$ cat src/rtl/bt_pkg.sv
// Shared opcodes and receiver state encoding for the Bluetooth command front end.
package bt_pkg;

    localparam logic [7:0] CMD_PREV     = 8'h01;
    localparam logic [7:0] CMD_NEXT     = 8'h02;
    localparam logic [7:0] CMD_VUP      = 8'h03;
    localparam logic [7:0] CMD_VDN      = 8'h04;
    localparam logic [7:0] CMD_JMP_BASE = 8'h05;

    typedef enum logic [2:0] {
        RX_IDLE,
        RX_START,
        RX_DATA,
        RX_STOP,
        RX_WAIT
    } rx_state_e;

endpackage

$ cat src/rtl/bt_uart_rx.sv
// 8N1 UART receiver: input synchroniser, oversampling tick divider and framing FSM.
module bt_uart_rx
    import bt_pkg::*;
#(
    parameter int CLK_HZ     = 100_000_000,
    parameter int BAUD       = 9600,
    parameter int OVERSAMPLE = 16
) (
    input  logic       CLK,
    input  logic       RST,
    input  logic       UART_RXD,
    output logic [7:0] data_o,
    output logic       valid_o,
    output logic       err_o
);

    localparam int DIV   = CLK_HZ / (BAUD * OVERSAMPLE);
    localparam int DIV_W = (DIV > 1) ? $clog2(DIV) : 1;
    localparam int OS_W  = (OVERSAMPLE > 2) ? $clog2(OVERSAMPLE) : 1;

    localparam logic [DIV_W-1:0] DIV_LAST = DIV_W'(DIV - 1);
    localparam logic [OS_W-1:0]  OS_HALF  = OS_W'(OVERSAMPLE / 2 - 1);
    localparam logic [OS_W-1:0]  OS_FULL  = OS_W'(OVERSAMPLE - 1);

    logic [1:0]       sync_q;
    logic [DIV_W-1:0] div_q;
    logic             tick;
    logic             rx_s;
    rx_state_e        state_q;
    logic [OS_W-1:0]  scnt_q;
    logic [2:0]       bit_q;
    logic [7:0]       shift_q;

    assign rx_s = sync_q[1];
    assign tick = (div_q == DIV_LAST);

    // Two-flop synchroniser; resets to the idle-high line level so release never fakes a start.
    always_ff @(posedge CLK or negedge RST) begin
        if (!RST) begin
            sync_q <= '1;
        end else begin
            sync_q <= {sync_q[0], UART_RXD};
        end
    end

    // Free-running divider producing one sample tick per DIV clocks.
    always_ff @(posedge CLK or negedge RST) begin
        if (!RST) begin
            div_q <= '0;
        end else if (tick) begin
            div_q <= '0;
        end else begin
            div_q <= div_q + 1'b1;
        end
    end

    // Framing FSM with registered byte, valid and error outputs; advances on sample ticks only.
    always_ff @(posedge CLK or negedge RST) begin
        if (!RST) begin
            state_q <= RX_IDLE;
            scnt_q  <= '0;
            bit_q   <= '0;
            shift_q <= '0;
            data_o  <= '0;
            valid_o <= 1'b0;
            err_o   <= 1'b0;
        end else begin
            valid_o <= 1'b0;
            err_o   <= 1'b0;
            if (tick) begin
                case (state_q)
                    RX_IDLE: begin
                        if (!rx_s) begin
                            state_q <= RX_START;
                            scnt_q  <= '0;
                        end
                    end
                    RX_START: begin
                        if (scnt_q == OS_HALF) begin
                            scnt_q <= '0;
                            bit_q  <= '0;
                            if (!rx_s) begin
                                state_q <= RX_DATA;
                            end else begin
                                err_o   <= 1'b1;
                                state_q <= RX_IDLE;
                            end
                        end else begin
                            scnt_q <= scnt_q + 1'b1;
                        end
                    end
                    RX_DATA: begin
                        if (scnt_q == OS_FULL) begin
                            scnt_q  <= '0;
                            shift_q <= {rx_s, shift_q[7:1]};
                            if (bit_q == 3'd7) begin
                                state_q <= RX_STOP;
                            end else begin
                                bit_q <= bit_q + 1'b1;
                            end
                        end else begin
                            scnt_q <= scnt_q + 1'b1;
                        end
                    end
                    RX_STOP: begin
                        if (scnt_q == OS_FULL) begin
                            scnt_q <= '0;
                            if (rx_s) begin
                                data_o  <= shift_q;
                                valid_o <= 1'b1;
                                state_q <= RX_IDLE;
                            end else begin
                                err_o   <= 1'b1;
                                state_q <= RX_WAIT;
                            end
                        end else begin
                            scnt_q <= scnt_q + 1'b1;
                        end
                    end
                    RX_WAIT: begin
                        if (rx_s) begin
                            state_q <= RX_IDLE;
                        end
                    end
                    default: state_q <= RX_IDLE;
                endcase
            end
        end
    end

endmodule

$ cat src/rtl/bt_cmd_decoder.sv
// Bluetooth remote-control front end: UART receive, command decode, track and volume state.
module bt_cmd_decoder
    import bt_pkg::*;
#(
    parameter int CLK_HZ     = 100_000_000,
    parameter int BAUD       = 9600,
    parameter int OVERSAMPLE = 16,
    parameter int N_TRACKS   = 7,
    parameter int VOL_LEVELS = 16,
    parameter int VOL_RESET  = 8,
    parameter int WRAP       = 1,
    localparam int TRACK_W   = (N_TRACKS > 1) ? $clog2(N_TRACKS) : 1,
    localparam int VOL_W     = (VOL_LEVELS > 1) ? $clog2(VOL_LEVELS) : 1
) (
    input  logic               CLK,
    input  logic               RST,
    input  logic               UART_RXD,
    input  logic               ADV,
    output logic [7:0]         RXD_DATA,
    output logic               RXD_VALID,
    output logic [TRACK_W-1:0] TRACK,
    output logic               TRACK_STB,
    output logic [VOL_W-1:0]   VOLUME,
    output logic               VOL_STB,
    output logic               ERR_STB
);

    localparam logic [TRACK_W:0] TR_LAST = (TRACK_W + 1)'(N_TRACKS - 1);
    localparam logic [VOL_W:0]   VL_LAST = (VOL_W + 1)'(VOL_LEVELS - 1);

    logic               rx_err;
    logic [TRACK_W-1:0] track_q, track_d;
    logic [VOL_W-1:0]   vol_q, vol_d;
    logic               tstb_q, tstb_d;
    logic               vstb_q, vstb_d;
    logic               err_q, err_d;
    logic [TRACK_W:0]   track_ext, trk_next, trk_prev;
    logic [VOL_W:0]     vol_ext;
    logic [8:0]         jmp_off;
    logic               is_jmp;
    logic               track_cmd;

    bt_uart_rx #(
        .CLK_HZ     (CLK_HZ),
        .BAUD       (BAUD),
        .OVERSAMPLE (OVERSAMPLE)
    ) u_rx (
        .CLK      (CLK),
        .RST      (RST),
        .UART_RXD (UART_RXD),
        .data_o   (RXD_DATA),
        .valid_o  (RXD_VALID),
        .err_o    (rx_err)
    );

    // Decode the freshly received byte and arbitrate it against ADV; widened arithmetic avoids 2^W wrap.
    always_comb begin
        track_ext = {1'b0, track_q};
        vol_ext   = {1'b0, vol_q};

        if (track_ext == TR_LAST) begin
            trk_next = (WRAP != 0) ? '0 : track_ext;
        end else begin
            trk_next = track_ext + 1'b1;
        end

        if (track_ext == '0) begin
            trk_prev = (WRAP != 0) ? TR_LAST : '0;
        end else begin
            trk_prev = track_ext - 1'b1;
        end

        jmp_off = {1'b0, RXD_DATA} - {1'b0, CMD_JMP_BASE};
        is_jmp  = (RXD_DATA >= CMD_JMP_BASE) && (jmp_off < 9'(N_TRACKS));

        track_d   = track_q;
        vol_d     = vol_q;
        tstb_d    = 1'b0;
        vstb_d    = 1'b0;
        err_d     = rx_err;
        track_cmd = 1'b0;

        if (RXD_VALID) begin
            if (RXD_DATA == CMD_PREV) begin
                track_d   = TRACK_W'(trk_prev);
                tstb_d    = 1'b1;
                track_cmd = 1'b1;
            end else if (RXD_DATA == CMD_NEXT) begin
                track_d   = TRACK_W'(trk_next);
                tstb_d    = 1'b1;
                track_cmd = 1'b1;
            end else if (RXD_DATA == CMD_VUP) begin
                if (vol_ext != VL_LAST) begin
                    vol_d  = VOL_W'(vol_ext + 1'b1);
                    vstb_d = 1'b1;
                end
            end else if (RXD_DATA == CMD_VDN) begin
                if (vol_q != '0) begin
                    vol_d  = vol_q - 1'b1;
                    vstb_d = 1'b1;
                end
            end else if (is_jmp) begin
                track_d   = TRACK_W'(jmp_off);
                tstb_d    = 1'b1;
                track_cmd = 1'b1;
            end else begin
                err_d = 1'b1;
            end
        end

        // A same-cycle track command overrides the player's advance request.
        if (ADV && !track_cmd) begin
            track_d = TRACK_W'(trk_next);
            tstb_d  = 1'b1;
        end
    end

    // Track, volume and strobe registers.
    always_ff @(posedge CLK or negedge RST) begin
        if (!RST) begin
            track_q <= '0;
            vol_q   <= VOL_W'(VOL_RESET);
            tstb_q  <= 1'b0;
            vstb_q  <= 1'b0;
            err_q   <= 1'b0;
        end else begin
            track_q <= track_d;
            vol_q   <= vol_d;
            tstb_q  <= tstb_d;
            vstb_q  <= vstb_d;
            err_q   <= err_d;
        end
    end

    assign TRACK     = track_q;
    assign TRACK_STB = tstb_q;
    assign VOLUME    = vol_q;
    assign VOL_STB   = vstb_q;
    assign ERR_STB   = err_q;

endmodule

$ cat config.mk
export PLATFORM = sky130hd
export DESIGN_NAME = bt_cmd_decoder
export DESIGN_NICKNAME = d
export VERILOG_FILES = /design/src/rtl/bt_pkg.sv /design/src/rtl/bt_uart_rx.sv /design/src/rtl/bt_cmd_decoder.sv
export SDC_FILE = /design/constraint.sdc
export NUM_CORES = 1
export LEC_CHECK = 0
export BUFFER_PORTS_ARGS = -buffer_cell sky130_fd_sc_hd__clkbuf_2
export CAP_MARGIN = 20
export CORE_MARGIN = 5
export CORE_UTILIZATION = 54
export CTS_CLUSTER_DIAMETER = 80
export DETAILED_ROUTE_END_ITERATION = 8
export PLACE_DENSITY_LB_ADDON = 0.12
export SETUP_SLACK_MARGIN = 0.4
export SLEW_MARGIN = 20
export SYNTH_ARGS = -nofsm -noshare
export SYNTH_HDL_FRONTEND = slang
export SYNTH_HIERARCHICAL = 1
export SYNTH_SLANG_ARGS = --single-unit
$ cat constraint.sdc
create_clock -name CLK -period 2.2 [get_ports CLK]
set_input_delay 0.55 -clock CLK [delete_from_list [all_inputs] [get_ports CLK]]
set_output_delay 0.55 -clock CLK [all_outputs]
set_load 0.1 [all_outputs]
# After elaboration in Yosys (flattened, before gate mapping)
# Cells that the tools add are included.
dict set report totals {
  regBits 50
  inputBits 4
  out_inout_bits 19
  word_cells 130
}
dict set report classes {
  n_addsub 8
  n_lt_le_gt_ge 2
  eq_ne 24
  mux 60
  n_bitwise 2
  reduce_logical 20
}
# operator count
set op_table {}
lappend op_table {{3-bit 2-to-1 mux} 19}
lappend op_table {{1-bit 2-to-1 mux} 28}
lappend op_table {{4-bit 2-to-1 mux} 7}
lappend op_table {{8-bit by 2-bit == test with 1-bit output (second input constant)} 2}
lappend op_table {{3-bit one-hot mux with 5 select lines} 1}
lappend op_table {{2-bit by 1-bit inequality test with 1-bit output (second input constant)} 6}
lappend op_table {{4-bit one-hot mux with 3 select lines} 1}
lappend op_table {{10-bit by 1-bit adder with 10-bit output (second input constant)} 1}
lappend op_table {{10-bit == test (second input constant)} 1}
lappend op_table {{10-bit 2-to-1 mux} 1}
lappend op_table {{3-bit == test (second input constant)} 3}
lappend op_table {{9-bit by 3-bit < comparator with 1-bit output (second input constant)} 1}
lappend op_table {{8-bit by 3-bit subtractor with 9-bit output (second input constant)} 1}
lappend op_table {{4-bit by 1-bit adder with 4-bit output (second input constant)} 2}
lappend op_table {{8-bit by 1-bit == test with 1-bit output (second input constant)} 1}
lappend op_table {{8-bit by 3-bit == test with 1-bit output (second input constant)} 1}
lappend op_table {{8-bit by 3-bit greater-or-equal comparator with 1-bit output (second input constant)} 1}
lappend op_table {{4-bit by 3-bit inequality test with 1-bit output (second input constant)} 2}
lappend op_table {{4-bit AND reduction} 2}
lappend op_table {{2-bit nonzero test} 4}
lappend op_table {{4-bit nonzero test} 2}
lappend op_table {{7-bit AND reduction} 1}
lappend op_table {{3-bit by 1-bit adder with 3-bit output (second input constant)} 2}
lappend op_table {{3-bit by 2-bit == test with 1-bit output (second input constant)} 2}
lappend op_table {{19 further kinds} 24}

# Depth between registers and ports, before layout
dict set report depth {
  ltp_word 13
  ltp_mapped 9
  ltp_nobuf 9
}

# Hierarchy
# The synthesis kept the hierarchy.
# module instances cells_per_inst area_per_inst_um2 seq_area_each_um2
set by_module_without_submodules {}
lappend by_module_without_submodules {bt_uart_rx 1 158 1876.8 1003.5}
lappend by_module_without_submodules {bt_cmd_decoder 1 103 964.7 251.5}

# Worst setup path after synthesis
# Ideal clock, no wire load.
dict set report synth_path {
  path_kind {register to register}
  startpoint {reg u_rx.data_o[0]}
  endpoint {reg track_q[0], in the netlist TRACK[0]}
  setup_time_ns 0.125
  arrival_ns 2.766
  required_time_ns 2.075
  path_slack_ns -0.691
  path_stages_with_launch 8
  path_buffers 0
  period_less_slack_ns 2.891
  cell_sequence {dfrtp_1 inv_1 ha_1 nor2_1 o21a_1 or4_4 o32ai_4 mux2_4}
}
dict set report synth_via {
  elab_chain_cells 13
  elab_cells_between_ends 28
  cone_classes {1 x add/sub; 2 x order compare; 6 x eq/ne; 13 x mux; 6 x reduce/logical}
}
# element line
set synth_lines {}
lappend synth_lines {{from (decl)} bt_uart_rx.sv:12} ;# output logic [7:0] data_o,
lappend synth_lines {{from (signal assigned)} bt_uart_rx.sv:109} ;# data_o <= shift_q;
lappend synth_lines {{8-bit by 3-bit subtractor with 9-bit output} bt_cmd_decoder.sv:73} ;# jmp_off = {1'b0, RXD_DATA} - {1'b0, CMD_JMP_BASE};
lappend synth_lines {{9-bit by 3-bit < comparator with 1-bit output} bt_cmd_decoder.sv:74} ;# is_jmp = (RXD_DATA >= CMD_JMP_BASE) && (jmp_off < 9'(N_TRACKS));
lappend synth_lines {{1-bit logical AND} bt_cmd_decoder.sv:74}
lappend synth_lines {{1-bit 2-to-1 mux} bt_cmd_decoder.sv:102} ;# end else if (is_jmp) begin
lappend synth_lines {{1-bit 2-to-1 mux} bt_cmd_decoder.sv:97} ;# end else if (RXD_DATA == CMD_VDN) begin
lappend synth_lines {{1-bit 2-to-1 mux} bt_cmd_decoder.sv:92} ;# end else if (RXD_DATA == CMD_VUP) begin
lappend synth_lines {{1-bit 2-to-1 mux} bt_cmd_decoder.sv:88} ;# end else if (RXD_DATA == CMD_NEXT) begin
lappend synth_lines {{1-bit 2-to-1 mux} bt_cmd_decoder.sv:84} ;# if (RXD_DATA == CMD_PREV) begin
lappend synth_lines {{1-bit 2-to-1 mux} bt_cmd_decoder.sv:83} ;# if (RXD_VALID) begin
lappend synth_lines {{1-bit zero test} bt_cmd_decoder.sv:112} ;# if (ADV && !track_cmd) begin
lappend synth_lines {{1-bit logical AND} bt_cmd_decoder.sv:112}
lappend synth_lines {{4-bit by 3-bit inequality test with 1-bit output (no source line), or another cell as far along} n/a}
lappend synth_lines {{4-bit AND reduction (no source line)} n/a}
lappend synth_lines {{to (signal assigned)} bt_cmd_decoder.sv:127} ;# track_q <= track_d;
lappend synth_lines {{to (decl)} bt_cmd_decoder.sv:32} ;# logic [TRACK_W-1:0] track_q, track_d;
# Parallel ways exist; a longest one is shown, timed or not. The select of a mux whose other input is x is not followed.
# A chain may end at the register's enable or synchronous reset.

# Worst setup path after layout
dict set report layout_path {
  startpoint {reg u_rx.data_o[1]}
  endpoint {reg track_q[0], in the netlist TRACK[0]}
}
# Same word-level chain as after synthesis.

==> metrics <==
Cell Area, Placed=3160 sq um; max_cap viols=0; Vias=2073; Syn Area/Cell=10.9 sq um; Chip Width=82.5 um; Num CTS Buffers=5; maximum clock path buffer count=2; CP Data Required Time=2390 ps; share of total power in sequential cells=45.4%; hold_ws=219 ps; sw power=0.632 mW; Synth top area share=41.4%; # clock sinks=50; cell with the most instances after synthesis=dfrtp_1; Reg clk slew, reported paths=90 ps; Final nets=328; DRT Pass-1 Iters=5; main flop type after synthesis=dfrtp_1; CP endpoint kind=flip-flop; fin util=67.9%; number of inserted diodes=0; Iteration-0 DRC Markers=112; Max IR drop VDD=511 uV; Clock Skews=8.59 ps; synth-to-layout area growth=22.1%; Startpoint Class=flip-flop; Seq cells post-synth=50; layout cell share with drive strength beyond 1=39.4%; global-route wire length before repair=9710 um; HP Class=primary input to asynchronous set/reset pin; initial core utilization=55.6%; YS warnings=6; design area=3470 sq um; FFs w/ async S/R, synth=100%; fmax=477 MHz; worst-path fanout max=5; port bufs=22; later-pin clock latency in the skew report=300 ps; vias per inst=5.50; Mapped Area=2840 sq um; Synth cell types=60; Post-Syn Instances=261; IO Pins=23; Detail Route Antenna Nets=0; switching fraction of total power=29.3%; P per Cell Area=622 nW/um^2; total power=2.16 mW; Clk pwr share=36.5%; slew margin rel.=63.4%; root buffer cell=clkbuf_8; leak pwr=1.59 nW; number of synthesized flops with an enable pin=0; Post-synth top cells=dfrtp_1, nand2_1, nor2_1; crit path time final=2100 ps; vias in the first global route=2035; overall routing resource usage=18.5%; fin. max-slew vios=0; final setup fails=0; WL per Instance=14.9 um; period utilization=95.2%; Int Power=1.53 mW; GRT Residual Overflow=0; WP data arrival=2290 ps; Synth area leader=dfrtp_1; chip height=82.5 um; HPWL after DPL=3890 um; Comb power frac=18.1%; Synth area leaders=dfrtp_1, ha_1, mux2_2; gp weighted congestion=0.796; Mapped Nets=283; initial antenna violation count=0; Worst-Margin Slew=551 ps; CTS tree=yes; status=completed; final setup TNS=0 ps; site row count=26; DRC viols=0; Die ar.=6810 sq um; core area=5110 sq um; CP Class=flip-flop to flip-flop; Detailed Route WL=5600 um; H-tree depth=2; largest net degree at the start of global routing=51; filler instances=380; setup repair after global routing missed its margin=yes; sequential area share after synthesis=44.2%; endpoints failing hold=0
==> stage by stage <==
| stage | instances | setup slack, ps |
|---|---|---|
| floorplan | 261 | -120 |
| global route | 377 | 27.7 |
| CTS | 374 | 99.2 |
| detailed placement | 356 | 50.4 |
| global placement | 356 | 104 |
| finish | 377 | 105 |
==> area by class of cell <==
type | count | area, sq um | area share (%)
Tap cell | 70 | 87.6 | 2.52
Timing Repair Buffer | 45 | 315 | 9.09
Clock inverter | 2 | 60.1 | 1.73
Multi-Input combinational cell | 196 | 1610 | 46.4
Sequential cell | 50 | 1280 | 36.8
Clock buffer | 6 | 82.6 | 2.38
Inverter | 8 | 37.5 | 1.08
==> per-layer routing <==
metal  vias up  track usage, %  routed length [um]
li1       1032               -                   -
met1      1001            26.2                2760
met2        35            29.0                2570
met3         5            3.80                 228
met4         0            4.74                  46
met5         -               0                   0
==> cells by family (layout without fill, tap and decap cells) <==
family / count (synthesis) / after routing / share of synthesized area (%)
buf+inv: 15 / 61 / 3.04
simple gates: 97 / 97 / 20.0
flops: 50 / 50 / 44.2
mux: 26 / 26 / 10.3
fa+ha+maj: 18 / 18 / 8.19
xor+xnor: 12 / 12 / 3.70
compound gates: 43 / 43 / 10.6
==> flip-flops by register name (all words and copies together), names as in the netlist <==
register / count
ERR_STB: 1
TRACK: 3
TRACK_STB: 1
VOLUME: 4
VOL_STB: 1
u_rx/bit_q: 3
u_rx/data_o: 8
u_rx/div_q: 10
u_rx/err_o: 1
u_rx/scnt_q: 4
u_rx/shift_q: 8
u_rx/state_q: 3
u_rx/sync_q: 2
u_rx/valid_o: 1
==> worst max-delay path, stage by stage (launching register included) <==
cell and delay (ps):
dfrtp_4 540, inv_6 100, ha_4 130, nor2_1 40, o21a_1 170, or4_4 550, o32ai_4 140, mux2_4 330
==> cell usage in the layout, fill, tap and decap left out, types with 3 or more instances in the layout <==
master | netlist | final
a21oi_1 | 10 | 9
and3_2 | 3 | 3
buf_2 | 1 | 6
buf_4 | 0 | 22
clkbuf_2 | 1 | 12
clkbuf_8 | 2 | 7
dfrtp_1 | 47 | 35
dfrtp_2 | 0 | 9
dfrtp_4 | 0 | 3
dfstp_2 | 3 | 3
ha_1 | 17 | 11
ha_2 | 0 | 3
ha_4 | 0 | 3
inv_1 | 8 | 6
mux2_2 | 17 | 16
mux2_4 | 2 | 5
mux2i_1 | 5 | 5
nand2_1 | 20 | 20
nand2b_1 | 7 | 7
nand3_1 | 12 | 11
nand4_1 | 5 | 5
nor2_1 | 19 | 18
nor3_1 | 4 | 4
o21ai_0 | 12 | 12
o31ai_1 | 3 | 3
o41ai_1 | 3 | 3
xnor2_1 | 9 | 9
xor2_1 | 3 | 3
==> final timing paths <==
path	to	cells past startpoint	from	slack [ps]
max	TRACK[0]	7	u_rx/data_o[1]	100
min reg2reg	u_rx/sync_q[1]	0	u_rx/sync_q[0]	370
max in group asynchronous	u_rx/sync_q[1]	2	RST	1700
max reg2reg	TRACK[0]	7	u_rx/data_o[1]	100
min in group CLK	u_rx/sync_q[0]	1	UART_RXD	320
min	TRACK[2]	2	RST	220
==> what timing repair did <==
| action | in CTS | in global routing |
|---|---|---|
| cloned | 0 | 0 |
| setup endpoints to repair | 34 | 40 |
| pin swaps | 8 | 0 |
| hold buffers | 0 | 0 |
| buffers inserted | 10 | 3 |
| resized for setup | 16 | 9 |
==> power by group through the flow <==
stage	clock [mW]	sequential [mW]	combinational, mW
5_1_grt	0.849	0.985	0.418
6_report	0.788	0.980	0.391
2_1_floorplan	0	1.16	0.141
3_3_place_gp	0	0.998	0.381
3_5_place_dp	0	0.997	0.389
4_1_cts	0.807	0.980	0.394
Note: power is estimated with default switching activity, not from simulation.
